`src/rtl/uart_pkg.sv`:
```
// rtl/uart_pkg.sv - shared UART definitions (FSM states, default width, parity encoding)
package uart_pkg;

  typedef enum logic [2:0] {
    IDLE,
    START,
    DATA,
    PARITY,
    STOP
  } uart_state_e;

  localparam int DATA_WIDTH_DEF = 8;

  localparam logic PAR_EVEN = 1'b0;
  localparam logic PAR_ODD  = 1'b1;

endpackage

```
`src/rtl/uart_rx_sampler.sv`:
```
// rtl/uart_rx_sampler.sv - per-bit edge counter with mid-bit 2-of-3 majority vote
module uart_rx_sampler #(
  parameter int PRESCALE = 8
) (
  input  logic clk,
  input  logic rst_n,
  input  logic i_clear,
  input  logic i_en,
  input  logic i_rx,
  output logic o_decide,
  output logic o_bit,
  output logic o_bit_end
);

  localparam int CW = $clog2(PRESCALE);
  localparam logic [CW-1:0] SMP_LO = CW'(PRESCALE / 2 - 1);
  localparam logic [CW-1:0] SMP_MID = CW'(PRESCALE / 2);
  localparam logic [CW-1:0] SMP_HI = CW'(PRESCALE / 2 + 1);
  localparam logic [CW-1:0] CNT_LAST = CW'(PRESCALE - 1);

  logic [CW-1:0] r_edge_cnt;
  logic          r_s0;
  logic          r_s1;

  always_ff @(posedge clk or negedge rst_n) begin
    if (!rst_n) begin
      r_edge_cnt <= '0;
      r_s0       <= 1'b0;
      r_s1       <= 1'b0;
    end else if (i_clear) begin
      r_edge_cnt <= '0;
    end else if (i_en) begin
      r_edge_cnt <= (r_edge_cnt == CNT_LAST) ? '0 : r_edge_cnt + 1'b1;
      if (r_edge_cnt == SMP_LO) r_s0 <= i_rx;
      if (r_edge_cnt == SMP_MID) r_s1 <= i_rx;
    end
  end

  // Third sample is the live line value, so the vote resolves in the decision cycle itself.
  assign o_bit     = (r_s0 & r_s1) | (r_s0 & i_rx) | (r_s1 & i_rx);
  assign o_decide  = i_en && (r_edge_cnt == SMP_HI);
  assign o_bit_end = i_en && (r_edge_cnt == CNT_LAST);

endmodule

```
`src/rtl/uart_rx.sv`:
```
// rtl/uart_rx.sv - UART receiver: synchronizer, framing FSM, parity/stop checks
module uart_rx
  import uart_pkg::*;
#(
  parameter int DATA_WIDTH = DATA_WIDTH_DEF,
  parameter int PRESCALE   = 8
) (
  input  logic                  CLK,
  input  logic                  RST,
  input  logic                  RX_IN,
  input  logic                  PAR_EN,
  input  logic                  PAR_TYP,
  output logic [DATA_WIDTH-1:0] P_DATA,
  output logic                  DATA_VALID,
  output logic                  PAR_ERR,
  output logic                  STP_ERR,
  output logic                  busy
);

  localparam int BW = $clog2(DATA_WIDTH + 1);
  localparam logic [BW-1:0] LAST_BIT = BW'(DATA_WIDTH - 1);

  uart_state_e r_state;
  uart_state_e w_next;

  logic                  r_sync1;
  logic                  r_sync2;
  logic                  r_sync_prev;
  logic [BW-1:0]         r_bit_cnt;
  logic [DATA_WIDTH-1:0] r_shift;
  logic                  r_par_en;
  logic                  r_par_typ;
  logic                  r_par_mis;
  logic [DATA_WIDTH-1:0] r_p_data;
  logic                  r_data_valid;
  logic                  r_par_err;
  logic                  r_stp_err;
  logic                  r_busy;

  logic w_fall;
  logic w_clear;
  logic w_en;
  logic w_decide;
  logic w_bit;
  logic w_bit_end;
  logic w_exp_par;

  assign w_fall    = r_sync_prev & ~r_sync2;
  assign w_en      = (r_state != IDLE);
  assign w_exp_par = (^r_shift) ^ (r_par_typ == PAR_ODD);

  uart_rx_sampler #(
    .PRESCALE(PRESCALE)
  ) u_sampler (
    .clk      (CLK),
    .rst_n    (RST),
    .i_clear  (w_clear),
    .i_en     (w_en),
    .i_rx     (r_sync2),
    .o_decide (w_decide),
    .o_bit    (w_bit),
    .o_bit_end(w_bit_end)
  );

  always_ff @(posedge CLK or negedge RST) begin
    if (!RST) r_state <= IDLE;
    else      r_state <= w_next;
  end

  always_comb begin
    w_next  = r_state;
    w_clear = 1'b0;
    case (r_state)
      IDLE: begin
        if (w_fall) begin
          w_next  = START;
          w_clear = 1'b1;
        end
      end
      START: begin
        if (w_decide && w_bit) w_next = IDLE;
        else if (w_bit_end)    w_next = DATA;
      end
      DATA: begin
        if (w_decide && (r_bit_cnt == LAST_BIT)) w_next = r_par_en ? PARITY : STOP;
      end
      PARITY: begin
        if (w_decide) w_next = STOP;
      end
      // Leaves at mid-bit so a start edge in the back half of the stop bit is caught.
      STOP: begin
        if (w_decide) w_next = IDLE;
      end
      default: w_next = IDLE;
    endcase
  end

  always_ff @(posedge CLK or negedge RST) begin
    if (!RST) begin
      r_sync1      <= 1'b1;
      r_sync2      <= 1'b1;
      r_sync_prev  <= 1'b1;
      r_bit_cnt    <= '0;
      r_shift      <= '0;
      r_par_en     <= 1'b0;
      r_par_typ    <= 1'b0;
      r_par_mis    <= 1'b0;
      r_p_data     <= '0;
      r_data_valid <= 1'b0;
      r_par_err    <= 1'b0;
      r_stp_err    <= 1'b0;
      r_busy       <= 1'b0;
    end else begin
      r_sync1      <= RX_IN;
      r_sync2      <= r_sync1;
      r_sync_prev  <= r_sync2;
      r_busy       <= (w_next != IDLE);
      r_data_valid <= 1'b0;
      r_par_err    <= 1'b0;
      r_stp_err    <= 1'b0;
      case (r_state)
        IDLE: begin
          if (w_fall) begin
            r_bit_cnt <= '0;
            r_par_en  <= PAR_EN;
            r_par_typ <= PAR_TYP;
            r_par_mis <= 1'b0;
          end
        end
        DATA: begin
          if (w_decide) begin
            r_shift   <= {r_shift[DATA_WIDTH-2:0], w_bit};
            r_bit_cnt <= r_bit_cnt + 1'b1;
          end
        end
        PARITY: begin
          if (w_decide) r_par_mis <= (w_bit != w_exp_par);
        end
        STOP: begin
          if (w_decide) begin
            r_stp_err <= ~w_bit;
            r_par_err <= r_par_mis;
            if (w_bit && !r_par_mis) begin
              r_p_data     <= r_shift;
              r_data_valid <= 1'b1;
            end
          end
        end
        default: ;
      endcase
    end
  end

  assign P_DATA     = r_p_data;
  assign DATA_VALID = r_data_valid;
  assign PAR_ERR    = r_par_err;
  assign STP_ERR    = r_stp_err;
  assign busy       = r_busy;

endmodule

```
`config.mk`:
```
export PLATFORM = sky130hd
export DESIGN_NAME = uart_rx
export DESIGN_NICKNAME = d
export VERILOG_FILES = /design/src/rtl/uart_pkg.sv /design/src/rtl/uart_rx_sampler.sv /design/src/rtl/uart_rx.sv
export SDC_FILE = /design/constraint.sdc
export NUM_CORES = 1
export LEC_CHECK = 0
export BUFFER_PORTS_ARGS = -buffer_cell sky130_fd_sc_hd__buf_4
export CORE_ASPECT_RATIO = 1.4
export CORE_MARGIN = 10
export CORE_UTILIZATION = 39
export CTS_CLUSTER_SIZE = 25
export DETAILED_ROUTE_END_ITERATION = 10
export GPL_TIMING_DRIVEN = 0
export PLACE_DENSITY = 0.55
export SETUP_SLACK_MARGIN = 0.15
export SYNTH_ARGS = -nofsm -noshare
export SYNTH_HDL_FRONTEND = slang
export SYNTH_SLANG_ARGS = --single-unit
```
`constraint.sdc`:
```
create_clock -name CLK -period 2.3 [get_ports CLK]
set_input_delay 0 -clock CLK [delete_from_list [all_inputs] [get_ports CLK]]
set_output_delay 0 -clock CLK [all_outputs]
set_load 0.005 [all_outputs]
```
==> results.md <==
- Share of flip-flops with an asynchronous set or reset after synthesis: 100.0%
- Overall overflow remaining after global route: 0
- P per Cell Area: 977.4 nW/um2
- Vias in the first global route: 1,215
- Crit Path Max Fanout: 10
- Largest net degree at the start of global routing: 39
- Final Cycle Share: 76.99%
- Avg WL per Cell: 13.94 um
- Number of antenna violations at the first check in global routing: 0
- IO Count: 17
- Worst rel slew slack: 67.90%
- Library cell occupying the most area in the post-synthesis netlist: dfrtp_1
- Worst IR drop on VDD: 0.6828 mV
- Clk buf depth: 2
- Syn-to-layout area delta: 17.45%
- Root buffer cell: clkbuf_8
- CP Launch Point: u_sampler.r_edge_cnt[0]
- Shortest period the worst path allows: 1.771 ns
- Post-CTS setup buffer count: 0
- Number of buffers and inverters on the critical path: 2
- # nets final: 183
- Placed instance count: 223
- Cell area after layout: 2131 um2
- Register area share after synthesis: 52.62%
- Total power consumption of the routed design: 2.083 mW
- Cell with the most instances after synthesis: dfrtp_1
- #FFs+latches synth: 38
- Worst min-delay path category: in -> async
- Dominant cells by area after synthesis: dfrtp_1, mux2_2, dfstp_2, ha_1, xnor2_1
- Number of maximum-capacitance constraint violations: 0
- Number of nets with antenna violations after detailed routing: 0
- Top cells by count, synth: dfrtp_1, mux2_2, nand3_1
- Worst clock skew: 0.007395 ns
- Synthesized netlist cell count: 145
- Via density: 5.047
- Final WL: 3.262 mm
- Hold Fails Final Rpt: 0
- Post-synth cell types: 37
- Number of sinks driven by the clock tree: 38
- Number of endpoints failing setup at the final stage: 0
- Effective utilization at floorplan: 40.00%
- RSZ-0062 raised after global routing: no
- GRT busiest layer: met2
- Leakage: 1.010 nW
- Number of port buffers: 16
- R2r startpoint: u_sampler.r_edge_cnt[0]
- Crit-path max cell delay: 0.44 ns
- Number of nets produced by synthesis: 156
- DRC viols: 0
- Clock tree from TritonCTS: done
- Resized cells post-CTS: 0
- Worst hold margin: 0.2131 ns
- Inserted Clock Buffers: 5
- Max Fclk: 564.8 MHz
- Area share of the leading cell type in the synthesized netlist: 48.28%
- Capturing element type of the critical path: flip-flop
- Number of synthesized flops with an enable pin: 0
- Final Max Slew Viols: 0
- Non-filler instance count after layout: 234
- Critical path data arrival time: 1.95 ns
- Area of the mapped netlist: 1814 um2
- Global Route met1 Usage: 9.470%
- Tot GR Track Use: 9.072%
- Wire length of the first global-routing pass: 5.782 mm
- Die Span Y: 100.7 um
- Global routing met3 resource utilization: 3.214%
- Gp weighted congestion: 0.7535
- Antenna Diode Count: 0
- Overall die width: 77.65 um
- Number of H-tree levels: 2
- Family with the most delay on the worst path: flip-flops
- Count of TritonRoute iterations in the first routing pass: 4
- Worst-Skew Late Latency: 0.28 ns
- GRT met2 Usage: 16.06%
- Violation count after the first detailed-route iteration: 43
- Setup_tns: 0 ns
- Clock-pin slew reported for the worst setup and hold paths after clock tree synthesis: 0.07 ns
- Syn_area_per_cell: 12.51 um2
- Number of rows created at floorplan: 29
- Floorplan core area: 4536 um2
- Most used flip-flop cell after synthesis: dfrtp_1
- Cell Area, Placed: 2012 um2
- Post-route setup slack: 0.5293 ns
- Crit path max-delay cell type: dfrtp_1
- Critical path class: reg -> reg
- Status: completed
- Share of layout cells above drive strength 1: 33.72%
- HPWL after detailed placement: 2.376 mm
- Cell-by-cell trace of the critical path: ha_1, and2_1, buf_6, nand2_2, buf_2, mux2_2
- Final core utilization: 46.98%
- Worst setup slack before clock tree synthesis: 0.5336 ns
- Startpoint types: flip-flop
- Warnings from Yosys: 0
- Via count: 1,181
- Die footprint: 7819 um2
- Worst EP required: 2.47 ns
- Actual slew at the worst max-slew pin: 0.4815 ns
## worst register-to-register path: stages (launching register included)
cell and delay, ns:
dfrtp_1 0.44, ha_1 0.24, and2_1 0.17, buf_6 0.14, nand2_2 0.08, buf_2 0.24, mux2_2 0.36
## cell type report
cell class                 count  area [um2]
buffer                         6       47.55
clock buffer                   5       68.82
clock inverter                 2       10.01
fill                         425        2405
inverter                       5       18.77
multi-input combinational     96       793.3
sequential                    38       954.7
tap                           62       77.57
timing repair buffer          20       160.2
## layer usage
layer | vias to the layer above | wire (um) | part of all wire [%]
met5 | - | 0 | 0
met4 | 0 | 63 | 1.9
met3 | 8 | 151 | 4.6
met2 | 21 | 1756 | 54
met1 | 591 | 1291 | 40
li1 | 561 | - | -
## path summary, 6_finish.rpt
path	endpoint	slack, ns	cells past startpoint
min in group CLK	r_sync2	0.36	0
worst max register to register	r_shift[6]	0.53	6
worst min-delay path	DATA_VALID	0.21	2
worst min register to register	r_sync2	0.36	0
worst max-delay path	r_shift[6]	0.53	6
max in group asynchronous	r_sync2	1.72	2
## flip-flops by register name, indices dropped and copies added (netlist names), 3 cells and up
register              count
r_shift                   8
r_state                   3
u_sampler.r_edge_cnt      3
P_DATA                    8
r_bit_cnt                 4
## power breakdown
group | total [mW] | internal (mW) | leakage (nW) | switching (mW)
clock | 0.422 | 0.203 | 0.0438 | 0.219
combinational | 0.734 | 0.344 | 0.468 | 0.390
sequential | 0.926 | 0.807 | 0.498 | 0.119
total | 2.08 | 1.35 | 1.01 | 0.728
## layout by cell type (no fill, tap or decap), drive strengths merged
cell type     n
maj3          1
clkbuf        6
xnor3         1
or3           1
inv           5
dfrtp        35
nand3        10
xor2          2
a32oi         1
nor2          7
nor2b         2
xnor2         6
mux2         20
nand2b        3
nand3b        1
nor3          2
nand4b        2
a311oi        1
clkinv        2
nor4bb        1
ha            6
buf          21
and3          1
a21oi         7
dfstp         3
and2          1
a32o          1
nor3b         1
o31ai         2
nand2         9
nor4b         1
dlygate4sd3   4
o21ai         6
## cell families after synthesis
group	Yosys count	share of synthesized area, %
mux	20	12.83
fa+ha+maj	7	4.758
simple gates	42	15.10
compound gates	18	5.931
xor+xnor	9	5.104
flops	38	52.62
buf+inv	11	3.655
## timing repair
| action | in CTS | in global routing |
|---|---|---|
| setup endpoints to repair | 0 | 0 |
| endpoints found under the hold margin | 38 | 0 |
| hold buffers | 4 | 0 |
Note: power is estimated with default switching activity, not from simulation.
